===== src/rtl/ai_core_pkg.sv =====
// Shared AI-core types: accumulator FSM state and saturation bound helpers.
package ai_core_pkg;

  typedef enum logic [1:0] {
    IDLE,
    ACC,
    DONE
  } acc_state_e;

  // Bounds are returned in the low `width` bits of a 64-bit word; callers truncate.
  function automatic logic [63:0] sat_max(input int unsigned width, input bit is_signed);
    logic [63:0] ones;
    ones = '1;
    if (is_signed) begin
      sat_max = ones >> (65 - width);
    end else begin
      sat_max = ones >> (64 - width);
    end
  endfunction

  function automatic logic [63:0] sat_min(input int unsigned width, input bit is_signed);
    if (is_signed) begin
      sat_min = 64'd1 << (width - 1);
    end else begin
      sat_min = '0;
    end
  endfunction

endpackage


===== src/rtl/acc_lane.sv =====
// Single accumulator lane: clear, enable, extend-and-add, optional saturation
// with sticky flag (saturation compiled in by ACCUMULATOR_N_SAT_EN).
module acc_lane
  import ai_core_pkg::*;
#(
  parameter int unsigned IN_SIZE   = 12,
  parameter int unsigned ACC_SIZE  = 24,
  parameter bit          IS_SIGNED = 1'b1
) (
  input  logic                clk_i,
  input  logic                rst_ni,
  input  logic                clr_i,
  input  logic                en_i,
  input  logic [IN_SIZE-1:0]  in_i,
  output logic [ACC_SIZE-1:0] acc_o,
  output logic                sat_o
);

  localparam int unsigned AW = ACC_SIZE + 1;

  logic [ACC_SIZE-1:0] acc_q, acc_d;
  logic [AW-1:0]       ext_w, acc_w, sum_w;
  logic [ACC_SIZE-1:0] res;

  // One guard bit above ACC_SIZE exposes overflow of the lane addition.
  always_comb begin
    if (IS_SIGNED) begin
      ext_w = AW'($signed(in_i));
      acc_w = AW'($signed(acc_q));
    end else begin
      ext_w = AW'(in_i);
      acc_w = AW'(acc_q);
    end
    sum_w = acc_w + ext_w;
  end

`ifdef ACCUMULATOR_N_SAT_EN
  localparam logic [ACC_SIZE-1:0] SAT_MAX = ACC_SIZE'(sat_max(ACC_SIZE, IS_SIGNED));
  localparam logic [ACC_SIZE-1:0] SAT_MIN = ACC_SIZE'(sat_min(ACC_SIZE, IS_SIGNED));

  logic sat_q, sat_d;
  logic ovf;

  always_comb begin
    if (IS_SIGNED) begin
      ovf = sum_w[ACC_SIZE] ^ sum_w[ACC_SIZE-1];
      res = ovf ? (sum_w[ACC_SIZE] ? SAT_MIN : SAT_MAX) : sum_w[ACC_SIZE-1:0];
    end else begin
      ovf = sum_w[ACC_SIZE];
      res = ovf ? SAT_MAX : sum_w[ACC_SIZE-1:0];
    end
  end

  always_comb begin
    sat_d = sat_q;
    if (clr_i) begin
      sat_d = 1'b0;
    end else if (en_i) begin
      sat_d = sat_q | ovf;
    end
  end

  always_ff @(posedge clk_i or negedge rst_ni) begin
    if (!rst_ni) begin
      sat_q <= 1'b0;
    end else begin
      sat_q <= sat_d;
    end
  end

  assign sat_o = sat_q;
`else
  logic unused_carry;
  assign unused_carry = sum_w[ACC_SIZE];
  assign res          = sum_w[ACC_SIZE-1:0];
  assign sat_o        = 1'b0;
`endif

  always_comb begin
    acc_d = acc_q;
    if (clr_i) begin
      acc_d = '0;
    end else if (en_i) begin
      acc_d = res;
    end
  end

  always_ff @(posedge clk_i or negedge rst_ni) begin
    if (!rst_ni) begin
      acc_q <= '0;
    end else begin
      acc_q <= acc_d;
    end
  end

  assign acc_o = acc_q;

endmodule


===== src/rtl/accumulator_n.sv =====
// Multi-lane beat accumulator with valid/ready in and out; FSM, beat counter
// and handshakes live here. Saturation selected by ACCUMULATOR_N_SAT_EN.
module accumulator_n
  import ai_core_pkg::*;
#(
  parameter int unsigned IN_NUM    = 2,
  parameter int unsigned IN_SIZE   = 12,
  parameter int unsigned ACC_SIZE  = 24,
  parameter bit          IS_SIGNED = 1'b1,
  parameter int unsigned CNT_WIDTH = 8
) (
  input  logic                 clk_i,
  input  logic                 rst_ni,
  input  logic                 start_i,
  input  logic [CNT_WIDTH-1:0] len_i,
  input  logic                 in_valid_i,
  output logic                 in_ready_o,
  input  logic [IN_SIZE-1:0]   in_i [0:IN_NUM-1],
  output logic                 out_valid_o,
  input  logic                 out_ready_i,
  output logic [ACC_SIZE-1:0]  out_o [0:IN_NUM-1],
  output logic [IN_NUM-1:0]    sat_o,
  output logic                 busy_o
);

  acc_state_e           state_q, state_d;
  logic [CNT_WIDTH-1:0] cnt_q, cnt_d;
  logic                 lane_clr, lane_en;

  always_ff @(posedge clk_i or negedge rst_ni) begin
    if (!rst_ni) begin
      state_q <= IDLE;
      cnt_q   <= '0;
    end else begin
      state_q <= state_d;
      cnt_q   <= cnt_d;
    end
  end

  // Counter is never zero in ACC, so reaching 1 on a beat marks the last one.
  always_comb begin
    state_d = state_q;
    cnt_d   = cnt_q;
    unique case (state_q)
      IDLE: begin
        if (start_i) begin
          cnt_d   = len_i;
          state_d = (len_i == '0) ? DONE : ACC;
        end
      end
      ACC: begin
        if (in_valid_i) begin
          cnt_d = cnt_q - CNT_WIDTH'(1);
          if (cnt_q == CNT_WIDTH'(1)) begin
            state_d = DONE;
          end
        end
      end
      DONE: begin
        if (out_ready_i) begin
          state_d = IDLE;
        end
      end
      default: state_d = IDLE;
    endcase
  end

  always_comb begin
    in_ready_o  = (state_q == ACC);
    out_valid_o = (state_q == DONE);
    busy_o      = (state_q != IDLE);
    lane_clr    = (state_q == IDLE) && start_i;
    lane_en     = (state_q == ACC) && in_valid_i;
  end

  for (genvar g = 0; g < IN_NUM; g++) begin : g_lane
    acc_lane #(
      .IN_SIZE  (IN_SIZE),
      .ACC_SIZE (ACC_SIZE),
      .IS_SIGNED(IS_SIGNED)
    ) u_lane (
      .clk_i (clk_i),
      .rst_ni(rst_ni),
      .clr_i (lane_clr),
      .en_i  (lane_en),
      .in_i  (in_i[g]),
      .acc_o (out_o[g]),
      .sat_o (sat_o[g])
    );
  end

endmodule


===== config.mk =====
export PLATFORM = sky130hd
export DESIGN_NAME = accumulator_n
export DESIGN_NICKNAME = d
export VERILOG_FILES = /design/src/rtl/ai_core_pkg.sv /design/src/rtl/acc_lane.sv /design/src/rtl/accumulator_n.sv
export SDC_FILE = /design/constraint.sdc
export NUM_CORES = 1
export LEC_CHECK = 0
export BUFFER_PORTS_ARGS = -buffer_cell sky130_fd_sc_hd__buf_2
export CAP_MARGIN = 5
export CORE_MARGIN = 2
export CORE_UTILIZATION = 25
export CTS_CLUSTER_DIAMETER = 40
export DETAILED_ROUTE_END_ITERATION = 7
export GPL_ROUTABILITY_DRIVEN = 1
export PLACE_DENSITY = 0.44
export SYNTH_ARGS = -nofsm -noshare
export SYNTH_HDL_FRONTEND = slang
export SYNTH_HIERARCHICAL = 1
export SYNTH_SLANG_ARGS = --single-unit

===== constraint.sdc =====
create_clock -name clk_i -period 7.2 [get_ports clk_i]
set_clock_uncertainty 0.15 [all_clocks]
set_input_delay 1.08 -clock clk_i [delete_from_list [all_inputs] [get_ports clk_i]]
set_output_delay 1.08 -clock clk_i [all_outputs]
set_load 0.005 [all_outputs]

==> flow_summary.yaml, run 1 <==
synthesis:
  netlist.area_leader.share: 0.2901
  synthMostInstantiatedCell: "nor2_1"
  synth_edf_count: 0
  synth_top_family_by_area: "compound AO/OA/AOI/OAI gates"
  synth_area_per_cell_um2: 8.763
  synthSimpleGateAreaFrac: 0.1940
  synth_area_leaders: "dfrtp_1, ha_1, a21oi_1, nor2_1, mux2i_1"
  yosys.area.top_type: "dfrtp_1"
  yosysSeqAreaShare: 0.2901
  synthAdderAreaFrac: 0.1280
  yosysWarnings: 6
  synthCells: 571
  synth_common_cells: "nor2_1, dfrtp_1, a21oi_1"
  synth-compound-area-share: 0.2533
  ys_ff_latch: 58
  muxShareOfSynthArea: 0.05151
  async_flop_share: 1.000
  synth_nets: 658
  syn_area_um2: 5004
  synth_flop_cell: "dfrtp_1"
  synth_xor_area_frac: 0.04901
  ys_types: 81
power_and_ir_drop:
  power_density_nw_per_um2: 469.9
  ir_drop_mv: 0.1549
  p_leak_nw: 2.749
setup_path:
  rrSetupSlack_ps: 3850
  crit_type: "register to register"
  crit_fanout: 50
  cp.arrival_ps: 3410
  r2r-end: "g_lane[1].u_lane/acc_o[23]$_DFFE_PN0P_"
  critPathCaptureType: "register"
  worstReg2RegStart: "state_q[1]$_DFFE_PN0P_"
  start_kind: "register"
  worst_ep_required_time_ps: 7270
  ff2ff_path_depth: 8
timing:
  finalSetupTns_ps: 0
  hold_violations: 0
  fmax_ghz: 0.2988
  drv_slew: 0
  fin_crit_sh: 0.4649
  rsz0062_at_grt: "false"
  fin_crit_ps: 3347
  setup_viol: 0
  whs_ps: 379.9
  tightest_slew_ps: 830.8
  max_slew_margin: 0.4461
global_routing:
  grt_pass1_wl_um: 22370
  grt_util_all_layers: 0.1282
  grt_pass1_vias: 4518
  grt_max_degree: 59
  antenna_found_initial: 0
  grt-ovfl-total: 0
hold_path:
  hold_path_class: "register to register"
  worstHoldEndpoint: "g_lane[1].u_lane/acc_o[18]$_DFFE_PN0P_"
  min_path_cells: 2
  min_from: "g_lane[1].u_lane/acc_o[18]$_DFFE_PN0P_"
floorplanning:
  initial_core_util: 0.2562
  rows: 51
  fp.dieH_um: 145.5
  die_area_um2: 21160
  fp.dieW_um: 145.5
  ios: 90
  core_area_um2: 19530
drt:
  routed-wl-met3_um: 580
  vias_per_cell: 4.898
  wire_per_inst_um: 14.55
  wl_met2_um: 6031
  drc: 0
  top_layer_used: "met4"
  drt_iter0_markers: 175
  drt-pass1-iter-count: 6
  wl_met1_um: 6525
  ant_nets: 0
  vias: 4501
  totalWireLength_um: 13370
outcome:
  status: "complete, no violations"
finish:
  fin_util: 0.3073
  seq_area_um2: 1451
  stdcell_area_um2: 6000
  num-nets-final: 737
  drive_above_1_share: 0.2064
  antenna-diode-count: 0
  final.fill_count: 2107
  multiInputGateArea_um2: 3398
  syn_to_final_growth_pct: 19.90
clock_tree:
  holdBufCountCts: 0
  cts.htree.levels: 3
  clkTransAtPathRegs_ps: 50
  clk_latency_ps: 330
  clock_path_buffers: 2
  cts_sinks: 58
  cts_tree: "built"
  cts_buffers: 9
  cts_resized: 0
  cts_root_buf: "clkbuf_16"
  cts_setup_buffers: 0
place:
  place.gp.congestion: 0.7817
  dp_hpwl_um: 9929
  port_buffers: 87
  place_area_um2: 5694
job:
  maxCapViolations: 0
layout by cell type, fill, tap and decap left out, drive strengths merged, types with 11 or more instances in the layout:
master / netlist / routed
o211ai: 11 / 11
xor2: 11 / 11
clkbuf: 8 / 13
buf: 14 / 90
inv: 14 / 14
mux2i: 22 / 22
a21oi: 56 / 56
ha: 48 / 48
a21o: 17 / 17
nor2: 67 / 67
xnor2: 17 / 17
dfrtp: 58 / 58
nand2: 36 / 36
o21ai: 36 / 36
nand3: 12 / 12
cell families (layout without fill, tap and decap cells):
group | count (synthesis) | in the layout
AOI/OAI and AO/OA | 186 | 186
xor gates and xnor gates | 28 | 28
adders and majority gates | 50 | 50
buffers and inverters | 36 | 119
DFF | 58 | 58
muxes | 25 | 25
other | 2 | 2
and+or+nand+nor | 186 | 186
critical path: stages, from the launching register on:
cell and delay, ps:
dfrtp_1 430, nand2b_1 480, inv_4 210, and2_2 410, buf_4 570, nand2b_1 130
or4_1 430, nand3_2 100, mux2_4 290
registers in the layout, indices dropped and copies added, names as in the netlist:
signal / flops
cnt_q: 8
state_q: 2
g_lane.u_lane/acc_o: 48
worst max path at each step:
| stage | slack [ps] | startpoint | cells past startpoint | to |
|---|---|---|---|---|
| after global placement | 3650 | in_i[12] | 10 | g_lane[0].u_lane/acc_o[16]$_DFFE_PN0P_ |
| final | 3850 | state_q[1]$_DFFE_PN0P_ | 8 | g_lane[1].u_lane/acc_o[23]$_DFFE_PN0P_ |
| after detailed placement | 3620 | in_i[12] | 10 | g_lane[0].u_lane/acc_o[16]$_DFFE_PN0P_ |
| after floorplan | 3930 | in_i[12] | 9 | g_lane[0].u_lane/acc_o[22]$_DFFE_PN0P_ |
| after global routing | 3610 | state_q[1]$_DFFE_PN0P_ | 8 | g_lane[1].u_lane/acc_o[23]$_DFFE_PN0P_ |
| after CTS | 3780 | state_q[1]$_DFFE_PN0P_ | 8 | g_lane[1].u_lane/acc_o[23]$_DFFE_PN0P_ |
where the power goes:
group	leakage (nW)	internal (mW)	switching, mW	total [mW]
combinational	1.89	0.768	0.948	1.72
sequential	0.703	0.495	0.154	0.649
clock	0.152	0.294	0.160	0.454
metrics by stage:
| step | total power [mW] | setup slack [ps] | std cells |
|---|---|---|---|
| after floorplan | 1.926 | 3934 | 571 |
| after global placement | 2.362 | 3646 | 904 |
| after detailed placement | 2.384 | 3619 | 904 |
| after CTS | 2.866 | 3781 | 919 |
| after global routing | 3.110 | 3608 | 919 |
| final | 2.819 | 3853 | 919 |
per-layer routing:
| layer | vias up | GRT usage |
|---|---|---|
| met5 | - | 0 |
| met4 | 0 | 0.04510 |
| met3 | 17 | 0.03103 |
| met2 | 96 | 0.2064 |
| met1 | 2108 | 0.1681 |
| li1 | 2280 | - |
area by class of cell:
class | instances | area share
multi-input combinational | 477 | 0.5664
sequential | 58 | 0.2419
tap | 265 | 0.05527
clock inverter | 2 | 0.005839
timing repair buffer | 90 | 0.07633
clock buffer | 13 | 0.04505
inverter | 14 | 0.009176
No activity file was read; power rests on OpenSTA's default activity.
==> run 2: changes to the inputs <==
Settings changed: ABC_AREA from default to 1, PLACE_DENSITY 0.44 to 0.43.
Clock period 7.2 ns to 3.4 ns, I/O delays scaled along.
==> run 2 against run 1 <==
  * Largest power group unchanged
  * Combinational power increased by 130%
  * Design area rose by 20%
  * Synthesized area rose by 21%
  * Largest cell class unchanged
  * Non-clock buffer count up 3
==> flow_summary.yaml, run 2 <==
setup_path:
  crit_fanout: 11
  critPathCaptureType: "register"
  worstReg2RegStart: "state_q[1]$_DFFE_PN0P_"
  critical-path-top-delay-family: "simple AND/OR/NAND/NOR gates"
  r2r-end: "g_lane[0].u_lane/acc_o[3]$_DFFE_PN0P_"
  cp.arrival_ps: 2440
  crit_path_top_delay_cell: "dfrtp_1"
  rrSetupSlack_ps: 1060
  slowest_delay_ps: 410
  crit_type: "register to register"
  crit_path_cell_trace: "inv_1 > nand2_1 > nor2_1 > inv_1 > nor2_2 > buf_4 > o21ai_0 > o21ai_0"
  ff2ff_path_depth: 8
  start_kind: "register"
  worst_ep_required_time_ps: 3500
  cp_num_buf_inv: 3
finish:
  multiInputGateArea_um2: 3847
  antenna-diode-count: 0
  syn_to_final_growth_pct: 19.13
  drive_above_1_share: 0.1605
  final_common_cell: "nand2_1"
  final.fill_count: 2726
  mostFrequentLayoutCells: "nand2_1, inv_1, buf_2"
  largest_register_ff_count: 48
  num-nets-final: 1185
  seq_area_um2: 1451
  fin_util: 0.3052
drt:
  routed-wl-met3_um: 600
  wl_met1_um: 9785
  totalWireLength_um: 19580
  drt-pass1-iter-count: 5
  top_layer_used: "met5"
  drt_iter0_markers: 401
  drc: 0
  ant_nets: 0
  vias_per_cell: 4.326
  wl_met2_um: 8929
  wire_per_inst_um: 13.77
  vias: 6152
synthesis:
  yosysSeqAreaShare: 0.2407
  netlist.area_leader.share: 0.2539
  synth_nets: 1092
  synth_edf_count: 0
  synthCells: 1005
  ys_ff_latch: 58
  yosysWarnings: 6
  synthMostInstantiatedCell: "nand2_1"
  yosys.area.top_type: "nand2_1"
  syn_area_um2: 6031
  synth_area_leaders: "nand2_1, dfrtp_1, inv_1, ha_1, nand3_1"
  synth_flop_cell: "dfrtp_1"
  async_flop_share: 1.000
  synth_area_per_cell_um2: 6.001
  ys_types: 37
  synth_common_cells: "nand2_1, inv_1, nor2_1"
clock_tree:
  cts.htree.levels: 3
  cts_root_buf: "clkbuf_16"
  clk_latency_ps: 340
  cts_resized: 0
  holdBufCountCts: 0
  cts_setup_buffers: 0
  clock_path_buffers: 2
  cts_buffers: 9
  cts_sinks: 58
  cts_tree: "built"
  clkTransAtPathRegs_ps: 60
timing:
  drv_slew: 0
  rsz0062_at_grt: "false"
  setup_viol: 0
  finalSetupTns_ps: 0
  fin_crit_sh: 0.6884
  tightest_slew_ps: 737.4
  hold_violations: 0
  fin_crit_ps: 2341
  fmax_ghz: 0.4273
  max_slew_margin: 0.5084
global_routing:
  antenna_found_initial: 1
  grt_util_all_layers: 0.1580
  grt_pass1_wl_um: 31890
  grt_pass1_vias: 5999
  grt-ovfl-total: 0
  grt_max_degree: 36
floorplanning:
  ios: 90
  fp.dieW_um: 159.3
  fp.dieH_um: 159.3
  core_area_um2: 23540
  rows: 56
  die_area_um2: 25380
  initial_core_util: 0.2562
place:
  place.gp.congestion: 0.8705
  dp_hpwl_um: 15600
  port_buffers: 87
power_and_ir_drop:
  ir_drop_mv: 0.2999
  finalPower_mw: 6.454
  p_leak_nw: 4.263
  power_density_nw_per_um2: 898.3
job:
  maxCapViolations: 0
outcome:
  status: "complete, no violations"
hold_path:
  hold_path_class: "input port to async pin"
-- run 2: changes by cell type after synthesis, moves of 8 or more --
cell / before / now
a21o_1: 17 / 0
inv_1: 13 / 164
nor2_2: 1 / 15
nand2_2: 0 / 17
nand3_1: 11 / 59
xnor2_1: 17 / 0
nand2b_1: 8 / 0
o211ai_1: 10 / 1
nand2_1: 36 / 408
mux2i_1: 22 / 0
a21oi_1: 53 / 39
inv_2: 0 / 9
-- run 2: where the power goes --
part	internal (mW)	switching (mW)
Clock	0.701	0.371
Sequential	1.02	0.328
Combinational	1.40	2.63
-- run 2: area by class of cell --
| class | instances | area share |
|---|---|---|
| Multi-Input combinational cell | 762 | 0.5355 |
| Sequential cell | 58 | 0.2020 |
| Inverter | 174 | 0.09108 |
| Timing Repair Buffer | 93 | 0.06862 |
| Tap cell | 319 | 0.05556 |
| Clock buffer | 12 | 0.03710 |
| Clock inverter | 4 | 0.01010 |
-- run 2: worst max-delay path by stage --
stage                     cells past startpoint              startpoint                                endpoint
final                                         8  state_q[1]$_DFFE_PN0P_   g_lane[0].u_lane/acc_o[3]$_DFFE_PN0P_
after detailed placement                     11                 in_i[0]  g_lane[1].u_lane/acc_o[22]$_DFFE_PN0P_
after global placement                       11                in_i[12]  g_lane[0].u_lane/acc_o[12]$_DFFE_PN0P_
after global routing                          9  state_q[1]$_DFFE_PN0P_   g_lane[0].u_lane/acc_o[5]$_DFFE_PN0P_
after CTS                                     8  state_q[1]$_DFFE_PN0P_   g_lane[0].u_lane/acc_o[3]$_DFFE_PN0P_
after floorplan                               9                in_i[12]  g_lane[0].u_lane/acc_o[20]$_DFFE_PN0P_
-- run 2: per-layer routing --
metal / global-route usage / vias up
li1: - / 3311
met1: 0.2156 / 2709
met2: 0.2591 / 111
met3: 0.02553 / 19
met4: 0.04215 / 2
met5: 0 / -
-- run 2: kinds of logic (layout without fill, tap and decap cells) --
family | count (synthesis) | count (layout) | share of synthesized area
AOI/OAI and AO/OA | 100 | 100 | 0.09419
adders and majority gates | 50 | 50 | 0.1062
DFF | 58 | 58 | 0.2407
buffers and inverters | 185 | 283 | 0.1222
other | 2 | 2 | 0.001245
xor gates and xnor gates | 4 | 4 | 0.005809
and+or+nand+nor | 606 | 606 | 0.4297
-- run 2: per-stage QoR --
step                instance area, µm²  cells  hold slack (ps)  worst slack, ps
floorplan                         6031   1005            64.41             1431
global placement                  6845   1406            336.4            982.3
detailed placement                6845   1406            340.4             1002
CTS                               7184   1422            112.4             1001
global route                      7184   1422            133.5            767.9
finish                            7184   1422            86.32             1059
-- run 2: worst register-to-register path: stages (launching register included) --
cell and delay, ps:
dfrtp_1 410, inv_1 90, nand2_1 210, nor2_1 350, inv_1 120, nor2_2 400, buf_4 300, o21ai_0 100
o21ai_0 150
